==> config.mk <==
export PLATFORM = sky130hd
export DESIGN_NAME = gaplus_vram_arbiter_flat
export DESIGN_NICKNAME = d
export VERILOG_FILES = /design/src/rtl/gaplus_vram_arbiter_if.sv /design/src/rtl/gaplus_vram_arbiter.sv /design/src/flat_wrapper.sv
export SDC_FILE = /design/constraint.sdc
export NUM_CORES = 1
export LEC_CHECK = 0
export CORE_ASPECT_RATIO = 2
export CORE_UTILIZATION = 51
export CTS_BUF_LIST = sky130_fd_sc_hd__clkbuf_2
export CTS_CLUSTER_DIAMETER = 150
export DETAILED_ROUTE_END_ITERATION = 8
export PLACE_DENSITY = 0.92
export SYNTH_ARGS = -nofsm -noshare
export SYNTH_HDL_FRONTEND = slang
export SYNTH_SLANG_ARGS = --single-unit
==> constraint.sdc <==
create_clock -name VCLKx4 -period 4.3 [get_ports VCLKx4]
set_input_delay 0.43 -clock VCLKx4 [delete_from_list [all_inputs] [get_ports VCLKx4]]
set_output_delay 0.43 -clock VCLKx4 [all_outputs]
set_load 0.01 [all_outputs]
==> src/rtl/gaplus_vram_arbiter_if.sv <==
// Video/CPU/VRAM signal bundle for the Gaplus VRAM arbiter.
// CPU handshake: CPU_REQ is a level held with CPU_WE/CPU_A/CPU_DI stable until
// the requester samples the one-cycle CPU_ACK pulse, then drops (or re-raises
// with a new access); VID_STB and CPU_ACK are single-cycle strobes.
interface gaplus_vram_arbiter_if;
  logic        PH_SYNC;
  logic [10:0] VID_A;
  logic [15:0] VID_D;
  logic        VID_STB;
  logic        CPU_REQ;
  logic        CPU_WE;
  logic [11:0] CPU_A;
  logic [7:0]  CPU_DI;
  logic [7:0]  CPU_DO;
  logic        CPU_ACK;
  logic [10:0] RAM_A;
  logic        RAM_WE;
  logic [1:0]  RAM_BE;
  logic [15:0] RAM_DO;
  logic [15:0] RAM_DI;

  modport slave (
    input  PH_SYNC, VID_A, CPU_REQ, CPU_WE, CPU_A, CPU_DI, RAM_DI,
    output VID_D, VID_STB, CPU_DO, CPU_ACK, RAM_A, RAM_WE, RAM_BE, RAM_DO
  );

  modport master (
    output PH_SYNC, VID_A, CPU_REQ, CPU_WE, CPU_A, CPU_DI, RAM_DI,
    input  VID_D, VID_STB, CPU_DO, CPU_ACK, RAM_A, RAM_WE, RAM_BE, RAM_DO
  );
endinterface

==> src/rtl/gaplus_vram_arbiter.sv <==
// Four-phase VRAM time-slot arbiter: phase 0 is the video fetch slot, phase 2
// the CPU slot; all VRAM-side outputs are registered one edge ahead of their phase.
module gaplus_vram_arbiter (
  input  logic                 VCLKx4,
  input  logic                 RESET,
  gaplus_vram_arbiter_if.slave vbus,
  output logic [1:0]           dbg_state,
  output logic [1:0]           dbg_phase
);
  typedef enum logic [1:0] {IDLE = 2'd0, PEND = 2'd1, ACC = 2'd2} state_t;

  state_t      state;
  logic [1:0]  phase;
  logic [1:0]  phase_nx;
  logic        lat_we;
  logic [11:0] lat_a;
  logic [7:0]  lat_di;
  logic [10:0] vid_a_q;
  logic        accept;
  logic        present;
  logic        sel_we;
  logic [11:0] sel_a;
  logic [7:0]  sel_di;

  // RAM outputs are driven from the phase about to start, so a request being
  // latched this edge goes straight onto the bus in phase 2.
  always_comb begin
    phase_nx = vbus.PH_SYNC ? 2'd0 : phase + 2'd1;
    accept   = (state == IDLE) && (phase == 2'd1) && vbus.CPU_REQ;
    present  = (phase_nx == 2'd2) && (accept || (state == PEND));
    sel_we   = accept ? vbus.CPU_WE : lat_we;
    sel_a    = accept ? vbus.CPU_A  : lat_a;
    sel_di   = accept ? vbus.CPU_DI : lat_di;
  end

  always_ff @(posedge VCLKx4 or posedge RESET) begin
    if (RESET) begin
      phase        <= 2'd0;
      state        <= IDLE;
      lat_we       <= 1'b0;
      lat_a        <= '0;
      lat_di       <= '0;
      vid_a_q      <= '0;
      vbus.VID_D   <= '0;
      vbus.VID_STB <= 1'b0;
      vbus.CPU_DO  <= '0;
      vbus.CPU_ACK <= 1'b0;
      vbus.RAM_A   <= '0;
      vbus.RAM_WE  <= 1'b0;
      vbus.RAM_BE  <= 2'b00;
      vbus.RAM_DO  <= '0;
    end else begin
      phase        <= phase_nx;
      vbus.VID_STB <= (phase == 2'd1);
      vbus.CPU_ACK <= 1'b0;
      if (phase == 2'd1) vbus.VID_D <= vbus.RAM_DI;

      case (state)
        IDLE: begin
          if (accept) begin
            state  <= PEND;
            lat_we <= vbus.CPU_WE;
            lat_a  <= vbus.CPU_A;
            lat_di <= vbus.CPU_DI;
          end
        end
        PEND: begin
          if (!vbus.PH_SYNC && (phase == 2'd2)) state <= ACC;
        end
        ACC: begin
          // A phase resync mid-access throws the slot away; the latched request replays.
          if (vbus.PH_SYNC) begin
            state <= PEND;
          end else if (phase == 2'd3) begin
            state        <= IDLE;
            vbus.CPU_ACK <= 1'b1;
            if (!lat_we) vbus.CPU_DO <= lat_a[11] ? vbus.RAM_DI[15:8] : vbus.RAM_DI[7:0];
          end
        end
        default: state <= IDLE;
      endcase

      if (phase_nx == 2'd0) begin
        vbus.RAM_A  <= vbus.VID_A;
        vid_a_q     <= vbus.VID_A;
        vbus.RAM_WE <= 1'b0;
        vbus.RAM_BE <= 2'b00;
      end else if (present) begin
        vbus.RAM_A  <= sel_a[10:0];
        vbus.RAM_WE <= sel_we;
        vbus.RAM_BE <= sel_a[11] ? 2'b10 : 2'b01;
        vbus.RAM_DO <= {sel_di, sel_di};
      end else begin
        vbus.RAM_A  <= vid_a_q;
        vbus.RAM_WE <= 1'b0;
        vbus.RAM_BE <= 2'b00;
      end
    end
  end

  assign dbg_state = state;
  assign dbg_phase = phase;
endmodule

==> src/flat_wrapper.sv <==
// flat-port wrapper written by rule: the top's interface ports become plain ports
module gaplus_vram_arbiter_flat 
  (VCLKx4, RESET, dbg_state, dbg_phase, vbus_PH_SYNC, vbus_VID_A, vbus_CPU_REQ, vbus_CPU_WE, vbus_CPU_A, vbus_CPU_DI, vbus_RAM_DI, vbus_VID_D, vbus_VID_STB, vbus_CPU_DO, vbus_CPU_ACK, vbus_RAM_A, vbus_RAM_WE, vbus_RAM_BE, vbus_RAM_DO);
  gaplus_vram_arbiter_if vbus_i ();
  input  logic VCLKx4;
  input  logic RESET;
  output logic [1:0] dbg_state;
  output logic [1:0] dbg_phase;
  input wire logic [$bits(vbus_i.PH_SYNC)-1:0] vbus_PH_SYNC;
  input wire logic [$bits(vbus_i.VID_A)-1:0] vbus_VID_A;
  input wire logic [$bits(vbus_i.CPU_REQ)-1:0] vbus_CPU_REQ;
  input wire logic [$bits(vbus_i.CPU_WE)-1:0] vbus_CPU_WE;
  input wire logic [$bits(vbus_i.CPU_A)-1:0] vbus_CPU_A;
  input wire logic [$bits(vbus_i.CPU_DI)-1:0] vbus_CPU_DI;
  input wire logic [$bits(vbus_i.RAM_DI)-1:0] vbus_RAM_DI;
  output wire logic [$bits(vbus_i.VID_D)-1:0] vbus_VID_D;
  output wire logic [$bits(vbus_i.VID_STB)-1:0] vbus_VID_STB;
  output wire logic [$bits(vbus_i.CPU_DO)-1:0] vbus_CPU_DO;
  output wire logic [$bits(vbus_i.CPU_ACK)-1:0] vbus_CPU_ACK;
  output wire logic [$bits(vbus_i.RAM_A)-1:0] vbus_RAM_A;
  output wire logic [$bits(vbus_i.RAM_WE)-1:0] vbus_RAM_WE;
  output wire logic [$bits(vbus_i.RAM_BE)-1:0] vbus_RAM_BE;
  output wire logic [$bits(vbus_i.RAM_DO)-1:0] vbus_RAM_DO;
  assign vbus_i.PH_SYNC = vbus_PH_SYNC;
  assign vbus_i.VID_A = vbus_VID_A;
  assign vbus_i.CPU_REQ = vbus_CPU_REQ;
  assign vbus_i.CPU_WE = vbus_CPU_WE;
  assign vbus_i.CPU_A = vbus_CPU_A;
  assign vbus_i.CPU_DI = vbus_CPU_DI;
  assign vbus_i.RAM_DI = vbus_RAM_DI;
  assign vbus_VID_D = vbus_i.VID_D;
  assign vbus_VID_STB = vbus_i.VID_STB;
  assign vbus_CPU_DO = vbus_i.CPU_DO;
  assign vbus_CPU_ACK = vbus_i.CPU_ACK;
  assign vbus_RAM_A = vbus_i.RAM_A;
  assign vbus_RAM_WE = vbus_i.RAM_WE;
  assign vbus_RAM_BE = vbus_i.RAM_BE;
  assign vbus_RAM_DO = vbus_i.RAM_DO;
  gaplus_vram_arbiter u_core (.VCLKx4(VCLKx4), .RESET(RESET), .vbus(vbus_i), .dbg_state(dbg_state), .dbg_phase(dbg_phase));
endmodule
==> results.yml <==
sta:
  finalSetupTns_ns: 0
  grt_setup_unrepaired: "false"
  finalClockSkew_ns: 0.02769
  slew_violations: 0
  min_period_over_period_pct: 60.08
  final_hold_viol_count: 0
  post-route-min-period_ns: 2.583
  finalWorstSetupSlack_ns: 1.717
  fin_hold_ws_ns: 0.3377
  fmax_mhz: 387.1
  setup_viol: 0
  slew_headroom_pct: 41.45
  worst_slew_pin_slew_ns: 0.8764
drt:
  wl_per_cell_um: 16.24
  drc_errors: 0
  vias: 2271
  drt_pass1_iterations: 4
  via_per_inst: 5.126
  ant_nets: 0
  drt_iter0_markers: 75
  routed_wl_mm: 7.193
outcome:
  status: "finished clean"
logic_synthesis:
  synth_seq_cells: 84
  synth_area_mm2: 0.003393
  synth.area.top_cells: "dfrtp_1, mux2_2, mux2i_1"
  syn_nets: 302
  yosysTopAreaCellShare_pct: 61.95
  ys_warn_count: 0
  avgSynthCellArea_um2: 13.74
  synth_seq_area_share_pct: 61.95
  syn_inst: 247
  yosysUniqueCellTypes: 27
  yosysTopAreaCell: "dfrtp_1"
clocking:
  clockBufferDepth: 2
  cts_hold_buf: 0
  cts.htree.levels: 3
  path_clk_slew_ns: 0.21
  clk_latency_ns: 0.53
  cts_sinks: 84
  cts_buffers: 9
  cts_setup_buffers: 0
  root_buffer: "clkbuf_2"
  cts_tree: "done"
  post_cts_resized: 0
grt:
  grt_max_degree: 50
  antenna_found_initial: 0
  grt_pass1_vias: 2462
  grt_pass1_wl_mm: 11.74
  overflow: 0
  track_usage_pct: 22.67
final_layout:
  layout_commonest_cell: "clkdlybuf4s50_1"
  drive_gt1_share_pct: 19.05
  final_cell_count_no_fill: 443
  nets: 407
  n_antenna_cell: 0
  nFillCells: 459
  area_growth_pct: 35.14
  layout_common_cells: "clkdlybuf4s50_1, dfrtp_1, mux2_2, inv_1"
floorplanning:
  dieArea_mm2: 0.007003
  coreArea_mm2: 0.006361
  die_w_um: 59.68
  start_util_pct: 53.34
  ios: 112
  fp.dieH_um: 117.4
  rows: 41
job:
  cap_violations: 0
power_and_ir_drop:
  vdd_drop_max_mv: 0.2542
  power.leakage_nw: 2.062
  powerDensity_mw_per_mm2: 480.1
placed_design:
  numPortBuffers: 111
  dpl_worst_slack_ns: 1.529
  place.gp.congestion: 0.7904
  dp.cells: 427
  dp_hpwl_mm: 5.399
critical_path:
  worst-setup-path-type: "reg -> reg"
  max_stage_delay_ns: 0.72
  cp.arrival_ns: 2.94
  start_kind: "register"
  cp_cell_sequence: "inv_1 -> ha_1 -> or4b_4 -> o21bai_1 -> o221ai_1"
  required_ns: 4.66
  cp_max_fo: 11
  cp-end-kind: "register"
  cp_slowest_cell: "o21bai_1"
hold_path:
  min_path_type: "in -> async"
Yosys cell counts, drive strengths merged:
| cell type | number |
|---|---|
| or4b | 1 |
| dfrtp | 84 |
| mux2i | 12 |
| and4bb | 1 |
| clkbuf | 3 |
| a211o | 1 |
| inv | 26 |
| nand2 | 12 |
| or2b | 2 |
| nor2b | 2 |
| o21bai | 1 |
| or2 | 1 |
| nor2 | 4 |
| o21ai | 12 |
| a21oi | 2 |
| nor4bb | 1 |
| a21o | 1 |
| mux2 | 49 |
| o22a | 1 |
| nor3b | 1 |
| buf | 16 |
| o221ai | 11 |
| ha | 3 |
critical path: cells and delay by family, from the launching register on:
family	cells	cell delay (ns)
AND/OR/NAND/NOR	1	0.51
adder cells (fa/ha/maj)	1	0.33
AO/OA/AOI/OAI	2	0.99
buffers and inverters	1	0.07
flip-flops	1	0.52
metrics by stage:
step                      area, µm²  total power [W]  util [%]
after floorplan                3393         0.001543         -
after global placement         4509         0.001867     70.89
after detailed placement       4509         0.001915     70.89
after CTS                      4586         0.002228     72.09
after global routing           4586         0.002333     72.09
final                          4586         0.002202     72.09
metal layers:
metal | share of wire, % | vias up | global-route usage, % | wire [µm]
met5 | 0 | - | 0 | 0
li1 | - | 1039 | - | -
met4 | 2.5 | 0 | 9.884 | 179
met3 | 5.6 | 16 | 4.741 | 405
met1 | 38 | 1125 | 26.26 | 2721
met2 | 54 | 91 | 38.68 | 3886
layout make-up:
cell class                      instances  area (µm²)  share of cell area [%]
Clock buffer                           12       60.06                   1.310
Clock inverter                          4       16.27                  0.3547
Inverter                               26       98.84                   2.156
Multi-Input combinational cell        118        1075                   23.44
Sequential cell                        84        2102                   45.84
Tap cell                               86       107.6                   2.347
Timing Repair Buffer                  113        1126                   24.56
power breakdown:
| part | total [W] | switching [W] | internal, W |
|---|---|---|---|
| registers | 0.00111 | 0.000118 | 0.000994 |
| logic | 0.000771 | 0.000301 | 0.000470 |
| clock network | 0.000318 | 0.000241 | 0.0000772 |
| total | 0.00220 | 0.000661 | 0.00154 |
flip-flops by register name, indices dropped and copies added (netlist names):
register	flops
u_core.dbg_phase	2
u_core.dbg_state	2
u_core.lat_a	12
u_core.lat_di	8
u_core.lat_we	1
u_core.vbus.CPU_ACK	1
u_core.vbus.CPU_DO	8
u_core.vbus.RAM_A	11
u_core.vbus.RAM_BE	2
u_core.vbus.RAM_DO	8
u_core.vbus.RAM_WE	1
u_core.vbus.VID_D	16
u_core.vbus.VID_STB	1
u_core.vid_a_q	11
kinds of logic after synthesis:
logic type / Yosys count / synth area share [%]
compound gates: 29 / 5.863
fa+ha+maj: 3 / 1.106
buf+inv: 45 / 6.379
flops: 84 / 61.95
mux: 61 / 20.58
simple gates: 25 / 4.129
final timing paths:
kind | startpoint | to | slack [ns] | depth (start not counted)
max in group asynchronous | RESET | u_core.lat_a[2] | 3.02 | 3
worst min-delay path | RESET | u_core.vbus.VID_D[7] | 0.34 | 2
worst max-delay path | u_core.dbg_phase[0] | u_core.vbus.RAM_A[8] | 1.72 | 5
worst max register to register | u_core.dbg_phase[0] | u_core.vbus.RAM_A[8] | 1.72 | 5
min in group VCLKx4 | vbus_VID_A[9] | u_core.vid_a_q[9] | 0.48 | 3
worst min register to register | u_core.lat_a[4] | u_core.lat_a[4] | 0.50 | 2
(Power assumes the default switching activity.)
